<file path="src/rtl/dm_copy_engine_if.sv">
// Command/status and data-memory word-port bundle for the DM copy engine.
// The engine holds the master modport (it masters the DM port and answers
// commands); the slave modport is the command issuer / memory side.
interface dm_copy_engine_if #(
  parameter int AW = 10,
  parameter int DW = 32
);
  // command side
  logic          start;
  logic          mode;
  logic [AW-1:0] src;
  logic [AW-1:0] dst;
  logic [AW:0]   len;
  logic [DW-1:0] pattern;
  logic          busy;
  logic          done;
  // data-memory word port
  logic          dm_we;
  logic [AW-1:0] dm_addr;
  logic [DW-1:0] dm_in_d;
  logic [DW-1:0] dm_out_d;

  modport master (
    input  start, mode, src, dst, len, pattern, dm_out_d,
    output busy, done, dm_we, dm_addr, dm_in_d
  );

  modport slave (
    output start, mode, src, dst, len, pattern, dm_out_d,
    input  busy, done, dm_we, dm_addr, dm_in_d
  );
endinterface

</file>
<file path="src/rtl/dm_copy_engine.sv">
// DM copy/fill engine: on a start strobe either copies len words src->dst
// (one read cycle and one write cycle per word) or writes a constant pattern
// to len words at dst (one cycle per word). Pointers wrap modulo 2^AW.
// All bus outputs are registers loaded with the value the next state needs,
// so nothing combinational leads from start to dm_we.
module dm_copy_engine #(
  parameter int AW = 10,
  parameter int DW = 32
) (
  input  logic           clk,
  input  logic           rst,
  dm_copy_engine_if.master bus
);

  typedef enum logic [2:0] {
    ST_IDLE = 3'd0,
    ST_RD   = 3'd1,
    ST_WR   = 3'd2,
    ST_FILL = 3'd3,
    ST_DONE = 3'd4
  } state_t;

  localparam logic [AW-1:0] PTR_ONE = AW'(1);
  localparam logic [AW:0]   REM_ONE = (AW+1)'(1);

  state_t        state_r;
  logic [AW-1:0] src_ptr_r;
  logic [AW-1:0] dst_ptr_r;
  logic [AW:0]   remaining_r;
  logic [DW-1:0] pattern_r;
  logic          busy_r;
  logic          done_r;
  logic          dm_we_r;
  logic [AW-1:0] dm_addr_r;
  logic [DW-1:0] dm_in_d_r;   // doubles as the copy read buffer

  assign bus.busy    = busy_r;
  assign bus.done    = done_r;
  assign bus.dm_we   = dm_we_r;
  assign bus.dm_addr = dm_addr_r;
  assign bus.dm_in_d = dm_in_d_r;

  // Sequencer: state, pointers and the registered bus outputs for the next cycle
  always_ff @(posedge clk) begin
    if (rst) begin
      state_r     <= ST_IDLE;
      src_ptr_r   <= '0;
      dst_ptr_r   <= '0;
      remaining_r <= '0;
      pattern_r   <= '0;
      busy_r      <= 1'b0;
      done_r      <= 1'b0;
      dm_we_r     <= 1'b0;
      dm_addr_r   <= '0;
      dm_in_d_r   <= '0;
    end else begin
      case (state_r)
        ST_IDLE: begin
          if (bus.start) begin
            src_ptr_r   <= bus.src;
            dst_ptr_r   <= bus.dst;
            remaining_r <= bus.len;
            pattern_r   <= bus.pattern;
            if (bus.len == '0) begin
              state_r <= ST_DONE;
              done_r  <= 1'b1;
            end else if (bus.mode == 1'b0) begin
              state_r   <= ST_RD;
              busy_r    <= 1'b1;
              dm_addr_r <= bus.src;
            end else begin
              state_r   <= ST_FILL;
              busy_r    <= 1'b1;
              dm_we_r   <= 1'b1;
              dm_addr_r <= bus.dst;
              dm_in_d_r <= bus.pattern;
            end
          end else begin
            state_r <= ST_IDLE;
          end
        end
        ST_RD: begin
          // capture the word read this cycle and present it for writing
          dm_in_d_r <= bus.dm_out_d;
          src_ptr_r <= src_ptr_r + PTR_ONE;
          dm_we_r   <= 1'b1;
          dm_addr_r <= dst_ptr_r;
          state_r   <= ST_WR;
        end
        ST_WR: begin
          dst_ptr_r   <= dst_ptr_r + PTR_ONE;
          remaining_r <= remaining_r - REM_ONE;
          if (remaining_r == REM_ONE) begin
            state_r   <= ST_DONE;
            busy_r    <= 1'b0;
            done_r    <= 1'b1;
            dm_we_r   <= 1'b0;
            dm_addr_r <= '0;
            dm_in_d_r <= '0;
          end else begin
            state_r   <= ST_RD;
            dm_we_r   <= 1'b0;
            dm_addr_r <= src_ptr_r;
          end
        end
        ST_FILL: begin
          dst_ptr_r   <= dst_ptr_r + PTR_ONE;
          remaining_r <= remaining_r - REM_ONE;
          if (remaining_r == REM_ONE) begin
            state_r   <= ST_DONE;
            busy_r    <= 1'b0;
            done_r    <= 1'b1;
            dm_we_r   <= 1'b0;
            dm_addr_r <= '0;
            dm_in_d_r <= '0;
          end else begin
            state_r   <= ST_FILL;
            dm_addr_r <= dst_ptr_r + PTR_ONE;
            dm_in_d_r <= pattern_r;
          end
        end
        ST_DONE: begin
          state_r   <= ST_IDLE;
          busy_r    <= 1'b0;
          done_r    <= 1'b0;
          dm_we_r   <= 1'b0;
          dm_addr_r <= '0;
          dm_in_d_r <= '0;
        end
        default: begin
          state_r   <= ST_IDLE;
          busy_r    <= 1'b0;
          done_r    <= 1'b0;
          dm_we_r   <= 1'b0;
          dm_addr_r <= '0;
          dm_in_d_r <= '0;
        end
      endcase
    end
  end

endmodule

</file>
<file path="src/flat_wrapper.sv">
// flat-port wrapper written by rule: the top's interface ports become plain ports
module dm_copy_engine_flat 
#(
  parameter int AW = 10,
  parameter int DW = 32
)
  (clk, rst, bus_start, bus_mode, bus_src, bus_dst, bus_len, bus_pattern, bus_dm_out_d, bus_busy, bus_done, bus_dm_we, bus_dm_addr, bus_dm_in_d);
  dm_copy_engine_if #(.AW(AW), .DW(DW)) bus_i ();
  input  logic clk;
  input  logic rst;
  input wire logic [$bits(bus_i.start)-1:0] bus_start;
  input wire logic [$bits(bus_i.mode)-1:0] bus_mode;
  input wire logic [$bits(bus_i.src)-1:0] bus_src;
  input wire logic [$bits(bus_i.dst)-1:0] bus_dst;
  input wire logic [$bits(bus_i.len)-1:0] bus_len;
  input wire logic [$bits(bus_i.pattern)-1:0] bus_pattern;
  input wire logic [$bits(bus_i.dm_out_d)-1:0] bus_dm_out_d;
  output wire logic [$bits(bus_i.busy)-1:0] bus_busy;
  output wire logic [$bits(bus_i.done)-1:0] bus_done;
  output wire logic [$bits(bus_i.dm_we)-1:0] bus_dm_we;
  output wire logic [$bits(bus_i.dm_addr)-1:0] bus_dm_addr;
  output wire logic [$bits(bus_i.dm_in_d)-1:0] bus_dm_in_d;
  assign bus_i.start = bus_start;
  assign bus_i.mode = bus_mode;
  assign bus_i.src = bus_src;
  assign bus_i.dst = bus_dst;
  assign bus_i.len = bus_len;
  assign bus_i.pattern = bus_pattern;
  assign bus_i.dm_out_d = bus_dm_out_d;
  assign bus_busy = bus_i.busy;
  assign bus_done = bus_i.done;
  assign bus_dm_we = bus_i.dm_we;
  assign bus_dm_addr = bus_i.dm_addr;
  assign bus_dm_in_d = bus_i.dm_in_d;
  dm_copy_engine #(.AW(AW), .DW(DW)) u_core (.clk(clk), .rst(rst), .bus(bus_i));
endmodule
</file>
<file path="config.mk">
export PLATFORM = sky130hd
export DESIGN_NAME = dm_copy_engine_flat
export DESIGN_NICKNAME = d
export VERILOG_FILES = /design/src/rtl/dm_copy_engine_if.sv /design/src/rtl/dm_copy_engine.sv /design/src/flat_wrapper.sv
export SDC_FILE = /design/constraint.sdc
export NUM_CORES = 1
export LEC_CHECK = 0
export ABC_AREA = 1
export CAP_MARGIN = 20
export CORE_UTILIZATION = 54
export DETAILED_ROUTE_END_ITERATION = 10
export PLACE_DENSITY_LB_ADDON = 0.08
export SLEW_MARGIN = 25
export SYNTH_ARGS = -nofsm -noshare
export SYNTH_HDL_FRONTEND = slang
export SYNTH_SLANG_ARGS = --single-unit
</file>
<file path="constraint.sdc">
create_clock -name clk -period 2.9 [get_ports clk]
set_input_delay 0.29 -clock clk [delete_from_list [all_inputs] [get_ports clk]]
set_output_delay 0.29 -clock clk [all_outputs]
set_load 0.005 [all_outputs]
</file>
## Word-level counts from Yosys, hierarchy flattened

Cells that the tools add are included.

| cells by class | value |
|---|---|
| $add $sub $neg | 3 |
| eq/ne operators | 11 |
| mux-type cells | 36 |
| bitwise gates (word level) | 1 |
| reductions and logical operators | 13 |

Operators by type and width:

| cell | count |
|---|---|
| 32-bit 2-to-1 mux | 5 |
| 32-bit case mux with 4 select lines | 1 |
| 10-bit 2-to-1 mux | 7 |
| 10-bit case mux with 2 select lines | 2 |
| 10-bit case mux with 4 select lines | 1 |
| 11-bit case mux with 2 select lines | 1 |
| 10-bit by 1-bit adder with 10-bit output, second input constant | 2 |
| 4-bit AND reduction | 4 |
| 3-bit 2-to-1 mux | 4 |
| 3-bit case mux with 4 select lines | 1 |
| 11-bit by 1-bit == test with 1-bit output, second input constant | 1 |
| 11-bit logical NOT | 1 |
| 11-bit 2-to-1 mux | 1 |
| 11-bit by 1-bit subtractor with 11-bit output, second input constant | 1 |
| 1-bit 2-to-1 mux | 9 |
| 1-bit case mux with 3 select lines | 3 |
| 2-bit by 1-bit inequality test with 1-bit output, second input constant | 4 |
| 2-bit AND reduction | 4 |
| 3-bit by 2-bit == test with 1-bit output, second input constant | 2 |
| 2-bit inequality test, second input constant | 3 |
| 2-bit nonzero test | 2 |
| 3-bit by 1-bit == test with 1-bit output, second input constant | 1 |
| 3-bit logical NOT | 1 |
| 2-bit 2-to-1 mux | 1 |
| 2 further kinds | 2 |

| storage, ports and cells | value |
|---|---|
| bits in registers | 111 |
| bits of input ports | 99 |
| output and inout bits | 45 |
| word-level logic and storage cells | 74 |

## Longest topological paths before layout

Gate-level depths: netlist of the first run.

| logic depth | value |
|---|---|
| depth in word-level cells | 4 |
| mapped depth | 11 |
| mapped depth without buffers | 11 |

## Worst setup path after synthesis of the first run

OpenSTA, ideal clock, no wires.

| timing | value |
|---|---|
| path kind | flip-flop to flip-flop |
| start point | register u_core.state_r[0] |
| end point | register u_core.dm_in_d_r[10] (netlist: u_core.bus.dm_in_d[10]) |
| library setup time | 0.143 ns |
| arrival | 1.290 ns |
| required time | 2.757 ns |
| setup slack | 1.466 ns |
| cell stages (with the launch flop) | 9 |
| period minus slack after synthesis | 1.434 ns |
| path through | dfxtp_1 buf_6 nor3_4 nand2_2 nand3_4 inv_4 buf_12 o21ai_2 a21oi_2 |

| between the ends | value |
|---|---|
| cells in the longest elaborated chain, start to end | 3 |
| elaborated cells between the ends (all ways) | 10 |

Ends and longest elaborated chain:

| what | line | text |
|---|---|---|
| from (decl) | dm_copy_engine.sv:26 | `state_t state_r;` |
| from (signal assigned) | dm_copy_engine.sv:46 | `state_r <= ST_IDLE;` |
| from (signal assigned) | dm_copy_engine.sv:65 | `state_r <= ST_DONE;` |
| from (signal assigned) | dm_copy_engine.sv:68 | `state_r <= ST_RD;` |
| 3-bit by 2-bit == test with 1-bit output or 3-bit logical NOT (tied branches) | dm_copy_engine.sv:57 | `case (state_r)` |
| 2-bit by 1-bit inequality test with 1-bit output (no source line) or 2-bit inequality test (tied branches) | n/a |  |
| 4-bit AND reduction (no source line) | n/a |  |
| to (signal assigned) | dm_copy_engine.sv:76 | `dm_in_d_r <= bus.pattern;` |
| to (signal assigned) | dm_copy_engine.sv:84 | `dm_in_d_r <= bus.dm_out_d;` |
| to (signal assigned) | dm_copy_engine.sv:119 | `dm_in_d_r <= pattern_r;` |
| to (decl) | dm_copy_engine.sv:35 | `logic [DW-1:0] dm_in_d_r;` |

Several ways; a longest one is shown, not always the timed one.
A chain may end at the register's enable or synchronous reset.

## Worst setup path after layout of the first run

| timing | value |
|---|---|
| start point | register u_core.state_r[0] |
| end point | register u_core.dm_addr_r[2] (netlist: u_core.bus.dm_addr[2]) |

| between the ends | value |
|---|---|
| cells in the longest elaborated chain, start to end | 3 |
| elaborated cells between the ends (all ways) | 8 |

Ends and longest elaborated chain:

| what | line | text |
|---|---|---|
| 3-bit logical NOT | dm_copy_engine.sv:57 |  |
| 2-bit inequality test (no source line) | n/a |  |
| 2-bit AND reduction (no source line) | n/a |  |
| to (signal assigned) | dm_copy_engine.sv:70 | `dm_addr_r <= bus.src;` |
| to (signal assigned) | dm_copy_engine.sv:75 | `dm_addr_r <= bus.dst;` |
| to (signal assigned) | dm_copy_engine.sv:87 | `dm_addr_r <= dst_ptr_r;` |
| to (decl) | dm_copy_engine.sv:34 | `logic [AW-1:0] dm_addr_r;` |

Several ways; a longest one is shown, not always the timed one.

==> results of run 1 <==
[per-stage QoR]
step | hold WS, ns | total power [mW]
after floorplan | 0.430 | 5.81
after global placement | 0.437 | 6.90
after detailed placement | 0.441 | 7.02
after CTS | 0.457 | 7.98
after global routing | 0.477 | 8.60
final | 0.456 | 8.00
[logic make-up after synthesis]
group,Yosys count,synth area share [%]
buffers and inverters,129,10.1
AND/OR/NAND/NOR,319,22.3
adder cells (fa/ha/maj),4,0.830
flip-flops,111,36.9
XOR/XNOR,7,1.02
AO/OA/AOI/OAI,277,28.8
[layout by cell type (no fill, tap or decap), drive strengths merged]
| cell type | Yosys | layout |
|---|---|---|
| clkinv | 0 | 1 |
| and2 | 1 | 1 |
| inv | 75 | 77 |
| o211a | 1 | 1 |
| o31ai | 2 | 2 |
| nor3 | 6 | 6 |
| a21oi | 128 | 128 |
| nand3 | 34 | 34 |
| ha | 4 | 4 |
| nand4 | 1 | 1 |
| o22ai | 2 | 2 |
| clkbuf | 19 | 12 |
| o21a | 2 | 2 |
| clkinvlp | 0 | 1 |
| clkdlybuf4s50 | 0 | 142 |
| dfxtp | 111 | 111 |
| buf | 35 | 11 |
| nor2 | 72 | 72 |
| xnor2 | 3 | 3 |
| nand2 | 198 | 198 |
| nand3b | 4 | 4 |
| or2 | 3 | 3 |
| xor2 | 4 | 4 |
| a211oi | 2 | 2 |
| a31oi | 5 | 5 |
| a22o | 29 | 29 |
| o21ai | 106 | 106 |
[where the power goes]
part | total (mW) | internal [mW] | switching, mW | leakage (nW)
clock network | 0.955 | 0.395 | 0.560 | 0.101
logic | 4.45 | 1.83 | 2.63 | 1.88
registers | 2.59 | 2.15 | 0.439 | 0.915
total | 8.00 | 4.38 | 3.63 | 2.89
[cell usage after synthesis (3+ instances only)]
cell type  count
a22o_1        29
a21oi_1       98
or2_2          3
o21ai_0       75
o21ai_2       27
buf_2         23
nand3b_1       4
xor2_1         4
nor2_1        68
buf_12         3
nand2_1      193
dfxtp_1      111
inv_1         68
nor3_1         4
inv_2          5
o21ai_1        4
xnor2_1        3
ha_1           4
nand3_1       32
a21oi_2       30
nand2_2        4
clkbuf_1      19
a31oi_1        5
buf_6          4
buf_4          4
[worst paths after layout]
kind	from	endpoint	cells past startpoint
min reg2reg	u_core.pattern_r[31]$_SDFFE_PP0P_	u_core.pattern_r[31]$_SDFFE_PP0P_	2
max reg2reg	u_core.state_r[0]$_SDFF_PP0_	u_core.bus.dm_addr[2]$_SDFFE_PP0P_	8
min	u_core.pattern_r[31]$_SDFFE_PP0P_	u_core.pattern_r[31]$_SDFFE_PP0P_	2
max	u_core.state_r[0]$_SDFF_PP0_	u_core.bus.dm_addr[2]$_SDFFE_PP0P_	8
[flip-flops by register name, indices dropped and copies added, names as in the netlist]
register and flops:
u_core.bus.dm_in_d 32, u_core.pattern_r 32, u_core.remaining_r 11, u_core.bus.dm_addr 10
u_core.dst_ptr_r 10, u_core.src_ptr_r 10, u_core.state_r 3, u_core.bus.busy 1
u_core.bus.dm_we 1, u_core.bus.done 1
[final cells by class]
type | instances | area, um2 | share of cell area (%)
repair buffers | 153 | 1510 | 19.9
well taps | 140 | 175 | 2.31
inverters | 75 | 287 | 3.77
clock buffers | 12 | 165 | 2.17
flip-flops and latches | 111 | 2220 | 29.3
clock inverters | 4 | 36.3 | 0.478
multi-input cells | 607 | 3200 | 42.1
[per-layer routing]
layer,up-vias,global-route usage (%),share of wire (%)
met2,298,49.6,46
met1,2892,42.8,45
met5,-,2.86,0.24
met3,26,4.18,7.3
met4,2,10.8,1.8
li1,3016,-,-
[worst register-to-register path, cell delays in order (launching register included)]
cell     delay [ns]
dfxtp_1        0.59
inv_1          0.13
nand2_4        0.21
inv_4          0.20
nand3_2        0.17
nand2_1        0.29
inv_1          0.41
o21ai_0        0.15
a21oi_1        0.15
==> results.py, run 1 <==
metrics = {
    "floorplan": {
        "core_area_mm2": 0.0108,
        "dieHeight_um": 108,
        "start_util_pct": 55.6,
        "die_x_um": 108,
        "rows": 38,
        "num_io_pins": 144,
        "dieArea_mm2": 0.0116,
    },
    "routing": {
        "vias_per_cell": 5.66,
        "drt-total-wl_um": 17700,
        "wl_per_cell_um": 16.0,
        "ant_nets": 0,
        "route.detailed.drc": 0,
        "vias": 6234,
        "initialDrtViolationCount": 512,
        "dr.pass1.iters": 5,
    },
    "clock_tree": {
        "cts_tree": "yes",
        "worstSkewPairLatency_ns": 0.38,
        "numCtsBuffers": 9,
        "cts.sinks": 111,
        "post_cts_buffers": 0,
        "cts_resized": 0,
        "clk_pin_slew_worst_paths_ns": 0.11,
        "htreeDepth": 3,
        "cts-root-buf": "clkbuf_8",
        "cts.path.max_buffers": 2,
        "hold_buffers": 0,
    },
    "cells_and_area": {
        "instances_no_fill": 1102,
        "n_fill_cell": 937,
        "diodes": 0,
        "stdcell_area_mm2": 0.00759,
        "drive_above_1_share_pct": 11.1,
        "final_core_util_pct": 70.1,
        "synthToLayoutAreaGrowth_pct": 26.0,
        "final_net_count": 1060,
    },
    "synthesis": {
        "synth_cells": 847,
        "synth_nets": 950,
        "synth_edf_count": 0,
        "ys_ff_latch": 111,
        "synth_area_leader_cell": "dfxtp_1",
        "avgSynthCellArea_um2": 7.12,
        "ys.flop_type": "dfxtp_1",
        "synthTopCellsByArea": "dfxtp_1, nand2_1, a21oi_1",
        "ys_types": 41,
        "synth_top_area_share_pct": 36.9,
        "netlist_area_mm2": 0.00603,
        "yosysWarnings": 0,
        "yosysSeqAreaShare_pct": 36.9,
        "synthArstFlopShare_pct": 0,
    },
    "min_path": {
        "hp-class": "reg -> reg",
    },
    "global_route": {
        "globalRouteTotalUtil_pct": 31.1,
        "grt_pass1_vias": 5840,
        "grt_pass1_wl_um": 28300,
        "antenna_found_initial": 0,
        "grt_max_degree": 74,
        "overflow": 0,
    },
    "setup_path": {
        "crit_top_cell": "inv_1",
        "cp.required_ns": 3.20,
        "critPathSlowestCell": "dfxtp_1",
        "cp_max_fo": 37,
        "crit_chain": "inv_1, nand2_4, inv_4, nand3_2, nand2_1, inv_1, o21ai_0, a21oi_1",
        "path_class": "reg -> reg",
        "critPathLaunchType": "flip-flop",
        "cp_top_family": "buffers and inverters",
        "cp.arrival_ns": 2.67,
        "critPathBufInv": 3,
        "r2r_setup_slack_ns": 0.53,
        "max_stage_delay_ns": 0.59,
        "crit_path_end_kind": "flip-flop",
    },
    "timing": {
        "hold_violations": 0,
        "fin_ws_ns": 0.532,
        "setup_viol": 0,
        "tightest_slew_ns": 0.881,
        "totalNegativeSetupSlack_ns": 0,
        "rsz0062_at_grt": "no",
        "clock.fmax_mhz": 422,
        "fin_crit_sh_pct": 81.7,
        "fin_crit_ns": 2.37,
        "slew-limit-headroom_pct": 41.3,
        "final.setup_skew_ns": 0.00765,
        "slew_viol_final": 0,
    },
    "placed_design": {
        "post-place-ws_ns": 0.544,
        "port_buffers": 143,
        "gp_congestion": 0.915,
        "dpl_cell_area_mm2": 0.00739,
        "hpwl_um": 12000,
        "place_inst": 1086,
    },
    "pwr": {
        "peakVddDrop_mv": 0.712,
        "leakage_nw": 2.89,
        "p_per_area_mw_per_mm2": 1050,
    },
    "outcome": {
        "status": "finished clean",
    },
    "flow_run": {
        "maxCapViolCount": 0,
    },
}
No activity file was read; power rests on OpenSTA's default activity.
==> run 2: changes to the inputs <==
- CORE_UTILIZATION: 54 -> 50
- clock period: 2.9 -> 2.3 ns (I/O delays scaled with it)
==> run 2 against run 1 <==
Net effect:
- critical path type unchanged
- critical path depth increased by 2
- register-to-register slack worse by 0.24 ns
- final area up 2.8%
- maximum frequency is 18% higher
- wire length rose by 2.1%
- count of clock-buffer cells in the layout fell by 2
- largest cell class unchanged
- cell count grew 1.2%
- sequential share of layout area fell by 0.80 points
- largest power group unchanged
- via count increased by 1.1%
- the flow now finishes with violations (DRC)
==> results.py, run 2 (synthesis gave the netlist of run 1 again) <==
metrics = {
    "outcome": {
        "status": "finished, violations left",
        "violations": "DRC",
    },
    "clock_tree": {
        "worstSkewPairLatency_ns": 0.36,
        "cts-root-buf": "clkbuf_16",
        "hold_buffers": 0,
        "cts.path.max_buffers": 2,
        "htreeDepth": 3,
        "cts_resized": 0,
        "cts.sinks": 111,
        "numCtsBuffers": 9,
        "clk_pin_slew_worst_paths_ns": 0.07,
        "cts_tree": "yes",
        "post_cts_buffers": 0,
    },
    "min_path": {
        "hp-class": "in -> reg",
        "min-delay-start": "rst",
    },
    "routing": {
        "dr.pass1.iters": 9,
        "wl_per_cell_um": 16.2,
        "vias": 6300,
        "vias_per_cell": 5.65,
        "drt-total-wl_um": 18000,
        "ant_nets": 0,
        "route.detailed.drc": 9,
        "initialDrtViolationCount": 526,
    },
    "placed_design": {
        "hpwl_um": 12300,
        "gp_congestion": 0.885,
        "dpl_cell_area_mm2": 0.00751,
        "port_buffers": 143,
    },
    "setup_path": {
        "critPathLaunchType": "flip-flop",
        "setup.worst_path.start": "u_core.remaining_r[1]$_SDFFE_PP0P_",
        "critPathSlowestCell": "buf_4",
        "cp.required_ns": 2.58,
        "reg2reg_from": "u_core.remaining_r[1]$_SDFFE_PP0P_",
        "max_stage_delay_ns": 0.36,
        "crit_path_end_kind": "flip-flop",
        "crit_chain": "inv_1, ha_1, nand2_1, nor2_2, nand2_2, nand2_2, nand3_4, buf_4, nand2_1, a21oi_2",
        "cp_max_fo": 32,
        "path_class": "reg -> reg",
        "cp.arrival_ns": 2.29,
    },
    "pwr": {
        "peakVddDrop_mv": 0.698,
        "leakage_nw": 3.00,
        "p_per_area_mw_per_mm2": 1380,
        "power.total_mw": 10.8,
    },
    "cells_and_area": {
        "regArea_mm2": 0.00222,
        "drive_above_1_share_pct": 12.0,
        "n_fill_cell": 1011,
        "final_common_cell": "nand2_1",
        "diodes": 0,
        "multiInputGateArea_mm2": 0.00320,
        "stdcell_area_mm2": 0.00781,
        "final_cell_mix": "nand2_1, clkdlybuf4s50_1, dfxtp_1",
        "final_net_count": 1070,
        "final_core_util_pct": 67.5,
        "synthToLayoutAreaGrowth_pct": 29.5,
    },
    "timing": {
        "fin_crit_sh_pct": 87.4,
        "slew_viol_final": 0,
        "whs_ns": 0.396,
        "setup_viol": 0,
        "final.setup_skew_ns": 0.00676,
        "fin_crit_ns": 2.01,
        "totalNegativeSetupSlack_ns": 0,
        "clock.fmax_mhz": 497,
        "tightest_slew_ns": 0.883,
        "rsz0062_at_grt": "no",
        "hold_violations": 0,
        "slew-limit-headroom_pct": 41.1,
    },
    "global_route": {
        "overflow": 0,
        "grt_max_degree": 74,
        "globalRouteTotalUtil_pct": 29.3,
        "grt_pass1_wl_um": 29200,
        "grt_pass1_vias": 6033,
        "antenna_found_initial": 0,
    },
    "flow_run": {
        "maxCapViolCount": 0,
    },
    "floorplan": {
        "die_x_um": 112,
        "start_util_pct": 52.1,
        "dieArea_mm2": 0.0125,
        "num_io_pins": 144,
        "rows": 39,
        "dieHeight_um": 112,
        "core_area_mm2": 0.0116,
    },
}
-- run 2: cell types whose count changed in the layout (fill, tap and decap cells not counted), sizes merged --
cell	before	now
buf	11	21
clkinv	1	3
clkbuf	12	10
clkinvlp	1	2
inv	77	75
bufinv	0	1
-- run 2: worst paths after layout --
path / to / slack, ns / depth (start not counted)
setup / recovery: u_core.bus.dm_in_d[12]$_SDFFE_PP0P_ / 0.29 / 10
hold / removal: u_core.src_ptr_r[0]$_SDFFE_PP0P_ / 0.40 / 4
setup reg to reg: u_core.bus.dm_in_d[12]$_SDFFE_PP0P_ / 0.29 / 10
hold reg to reg: u_core.pattern_r[5]$_SDFFE_PP0P_ / 0.45 / 2
-- run 2: report_power, final --
part / total [mW] / internal, mW / switching, mW
clock: 1.60 / 0.869 / 0.726
combinational: 5.97 / 2.52 / 3.45
sequential: 3.24 / 2.72 / 0.518
total: 10.8 / 6.11 / 4.69
-- run 2: per-stage QoR --
stage	setup slack (ns)	cells
2_1_floorplan	0.866	847
3_3_place_gp	0.265	1099
3_5_place_dp	0.183	1099
4_1_cts	0.299	1115
5_1_grt	0.159	1115
6_report	0.290	1115
-- run 2: metal layers --
metal | part of all wire, % | wire length [um] | vias to the layer above | global-route usage, %
li1 | - | - | 3042 | -
met1 | 44 | 7850 | 2944 | 38.2
met5 | 0 | 0 | - | 0
met3 | 7.5 | 1350 | 30 | 5.88
met4 | 2.0 | 354 | 0 | 10.7
met2 | 47 | 8490 | 284 | 48.0
-- run 2: cell type report --
class                      count  area share (%)
tap                          143            2.29
multi-input combinational    607            40.9
sequential                   111            28.5
clock buffer                  10            3.06
inverter                      75            3.67
timing repair buffer         163            20.8
clock inverter                 6           0.769
-- run 2: worst max-delay path: cells and delay by family, from the launching register on --
| kind | cells | cell delay [ns] |
|---|---|---|
| AO/OA/AOI/OAI | 1 | 0.16 |
| adder cells (fa/ha/maj) | 1 | 0.17 |
| buffers and inverters | 2 | 0.42 |
| flip-flops | 1 | 0.35 |
| AND/OR/NAND/NOR | 6 | 0.79 |
==> run 3: changes to the inputs <==
- ABC_AREA: 1 -> unset
- CORE_MARGIN: unset -> 1
==> run 3 against run 2 <==
Net effect:
- the run now ends clean
- worst hold slack got worse by 0.097 ns
- sequential power decreased by 28%
- non-clock buffer count increased by 5
- via count decreased by 7.3%
- die area decreased by 4.3%
- final area decreased by 3.2%
- global-route usage decreased by 0.30 points
- clock skew about the same
- flip-flop and latch count unchanged
- register-to-register slack got worse by 0.13 ns
- core utilization increased by 0.98 points
- wire length decreased by 4.7%
==> results.py, run 3 <==
metrics = {
    "pwr": {
        "p_per_area_mw_per_mm2": 691,
        "peakVddDrop_mv": 0.609,
        "leakage_nw": 2.74,
    },
    "timing": {
        "tightest_slew_ns": 0.665,
        "rsz0062_at_grt": "no",
        "slew_viol_final": 0,
        "clock.fmax_mhz": 466,
        "fin_ws_ns": 0.156,
        "whs_ns": 0.300,
        "fin_crit_ns": 2.14,
        "slew-limit-headroom_pct": 55.3,
        "setup_viol": 0,
        "fin_crit_sh_pct": 93.2,
        "hold_violations": 0,
        "totalNegativeSetupSlack_ns": 0,
        "final.setup_skew_ns": 0.00708,
    },
    "setup_path": {
        "cp.required_ns": 2.58,
        "crit_chain": "nand2b_1, buf_4, nand2_1, o211ai_1, o21ai_0, a21oi_1",
        "max_stage_delay_ns": 0.67,
        "path_class": "reg -> reg",
        "cp_top_family": "flip-flops",
        "critPathSlowestCell": "dfxtp_1",
        "cp_max_fo": 28,
        "critPathBufInv": 1,
        "cp.arrival_ns": 2.42,
        "crit_path_end_kind": "flip-flop",
        "critPathLaunchType": "flip-flop",
    },
    "floorplan": {
        "num_io_pins": 144,
        "die_x_um": 109,
        "rows": 38,
        "core_area_mm2": 0.0110,
        "start_util_pct": 52.3,
        "dieArea_mm2": 0.0120,
        "dieHeight_um": 109,
    },
    "clock_tree": {
        "cts_tree": "yes",
        "clk_pin_slew_worst_paths_ns": 0.08,
        "cts.sinks": 111,
        "cts-root-buf": "clkbuf_16",
        "htreeDepth": 3,
        "hold_buffers": 0,
        "cts_resized": 0,
        "post_cts_buffers": 0,
        "worstSkewPairLatency_ns": 0.35,
        "numCtsBuffers": 9,
        "cts.path.max_buffers": 2,
    },
    "synthesis": {
        "avgSynthCellArea_um2": 8.18,
        "synthArstFlopShare_pct": 0,
        "synth-compound-area-share_pct": 25.8,
        "synthTopCellsByArea": "dfxtp_1, mux2i_1, a21oi_1",
        "synth_area_leader_cell": "dfxtp_1",
        "synthTopCellsByCount": "dfxtp_1, nand2_1, a21oi_1",
        "synth.mux.area_fraction_pct": 8.03,
        "ys.flop_type": "dfxtp_1",
        "synth_edf_count": 0,
        "synth_top_area_share_pct": 38.5,
        "synth_nets": 808,
        "yosysWarnings": 0,
        "synth_adder_area_share_pct": 0.868,
        "synth_cells": 705,
        "yosys.area_share.simple_pct": 20.4,
        "netlist_area_mm2": 0.00577,
        "synth.most_common_cell": "dfxtp_1",
        "synthXorXnorAreaFrac_pct": 0.759,
        "ys_ff_latch": 111,
        "ys_types": 62,
        "synth_top_family_by_area": "compound AO/OA/AOI/OAI gates",
        "yosysSeqAreaShare_pct": 38.5,
    },
    "flow_run": {
        "maxCapViolCount": 0,
    },
    "routing": {
        "vias": 5839,
        "dr.pass1.iters": 6,
        "wl_per_cell_um": 17.7,
        "initialDrtViolationCount": 383,
        "vias_per_cell": 6.01,
        "route.detailed.drc": 0,
        "drt-total-wl_um": 17200,
        "ant_nets": 0,
    },
    "cells_and_area": {
        "synthToLayoutAreaGrowth_pct": 31.0,
        "final_common_cell": "clkdlybuf4s50_1",
        "final_cell_mix": "clkdlybuf4s50_1, dfxtp_1, nand2_1",
        "final_core_util_pct": 68.5,
        "drive_above_1_share_pct": 7.82,
        "stdcell_area_mm2": 0.00756,
        "final_net_count": 929,
    },
    "global_route": {
        "overflow": 0,
        "antenna_found_initial": 1,
        "globalRouteTotalUtil_pct": 29.0,
        "grt_pass1_wl_um": 27100,
        "grt_max_degree": 49,
        "grt_pass1_vias": 5585,
    },
    "placed_design": {
        "post-place-ws_ns": 0.0182,
        "gp_congestion": 0.899,
        "dpl_cell_area_mm2": 0.00727,
        "hpwl_um": 11900,
        "port_buffers": 143,
    },
    "min_path": {
        "hp-class": "in -> reg",
    },
    "outcome": {
        "status": "finished clean",
    },
}
run 3: changes by cell type after synthesis, sizes merged, moves of 28 or more:
cell | previous run | this run
nand2 | 198 | 106
inv | 75 | 5
o21ai | 106 | 37
mux2i | 0 | 44
a21oi | 128 | 89
o2bb2ai | 0 | 32
a22o | 29 | 1
run 3: worst paths after layout:
check / from / end / slack (ns) / cells after the start
max: u_core.state_r[2]$_SDFF_PP0_ / u_core.remaining_r[4]$_SDFFE_PP0P_ / 0.16 / 6
min: rst / u_core.state_r[1]$_SDFF_PP0_ / 0.30 / 3
max reg2reg: u_core.state_r[2]$_SDFF_PP0_ / u_core.remaining_r[4]$_SDFFE_PP0P_ / 0.16 / 6
min reg2reg: u_core.pattern_r[17]$_SDFFE_PP0P_ / u_core.pattern_r[17]$_SDFFE_PP0P_ / 0.46 / 2
run 3: routing by layer:
layer	share of wire [%]	global-route usage, %	up-vias
met2	48	49.5	288
li1	-	-	2791
met5	0	0	-
met3	8.3	5.87	20
met4	1.2	7.71	0
met1	42	37.2	2740
run 3: layout make-up:
cell class	count	area (um2)
Timing Repair Buffer	168	1630
Clock buffer	11	243
Inverter	6	22.5
Antenna cell	1	2.50
Multi-Input combinational cell	530	3220
Clock inverter	5	42.5
Sequential cell	111	2230
Fill cell	932	3470
Tap cell	140	175
run 3: kinds of logic (layout without fill, tap and decap cells):
kind of cell / count (synthesis) / after routing
other cells: 0 / 1
compound gates: 221 / 221
mux: 46 / 46
fa+ha+maj: 4 / 4
simple gates: 254 / 254
flops: 111 / 111
xor+xnor: 5 / 5
buf+inv: 64 / 190
run 3: worst min-delay path, delay by kind of cell:
kind                   cells  cell delay (ns)
and+or+nand+nor            1             0.12
buffers and inverters      1             0.09
AOI/OAI and AO/OA          1             0.16
run 3: stage by stage:
| step | std cells | power (mW) |
|---|---|---|
| CTS | 971 | 5.22 |
| detailed placement | 955 | 3.73 |
| global placement | 955 | 3.68 |
| global route | 972 | 5.47 |
| floorplan | 705 | 3.12 |
| finish | 972 | 5.22 |
run 3: report_power, final:
part / internal (mW) / switching (mW)
Combinational: 0.684 / 0.709
Sequential: 2.12 / 0.196
Clock: 0.776 / 0.737
Total: 3.58 / 1.64
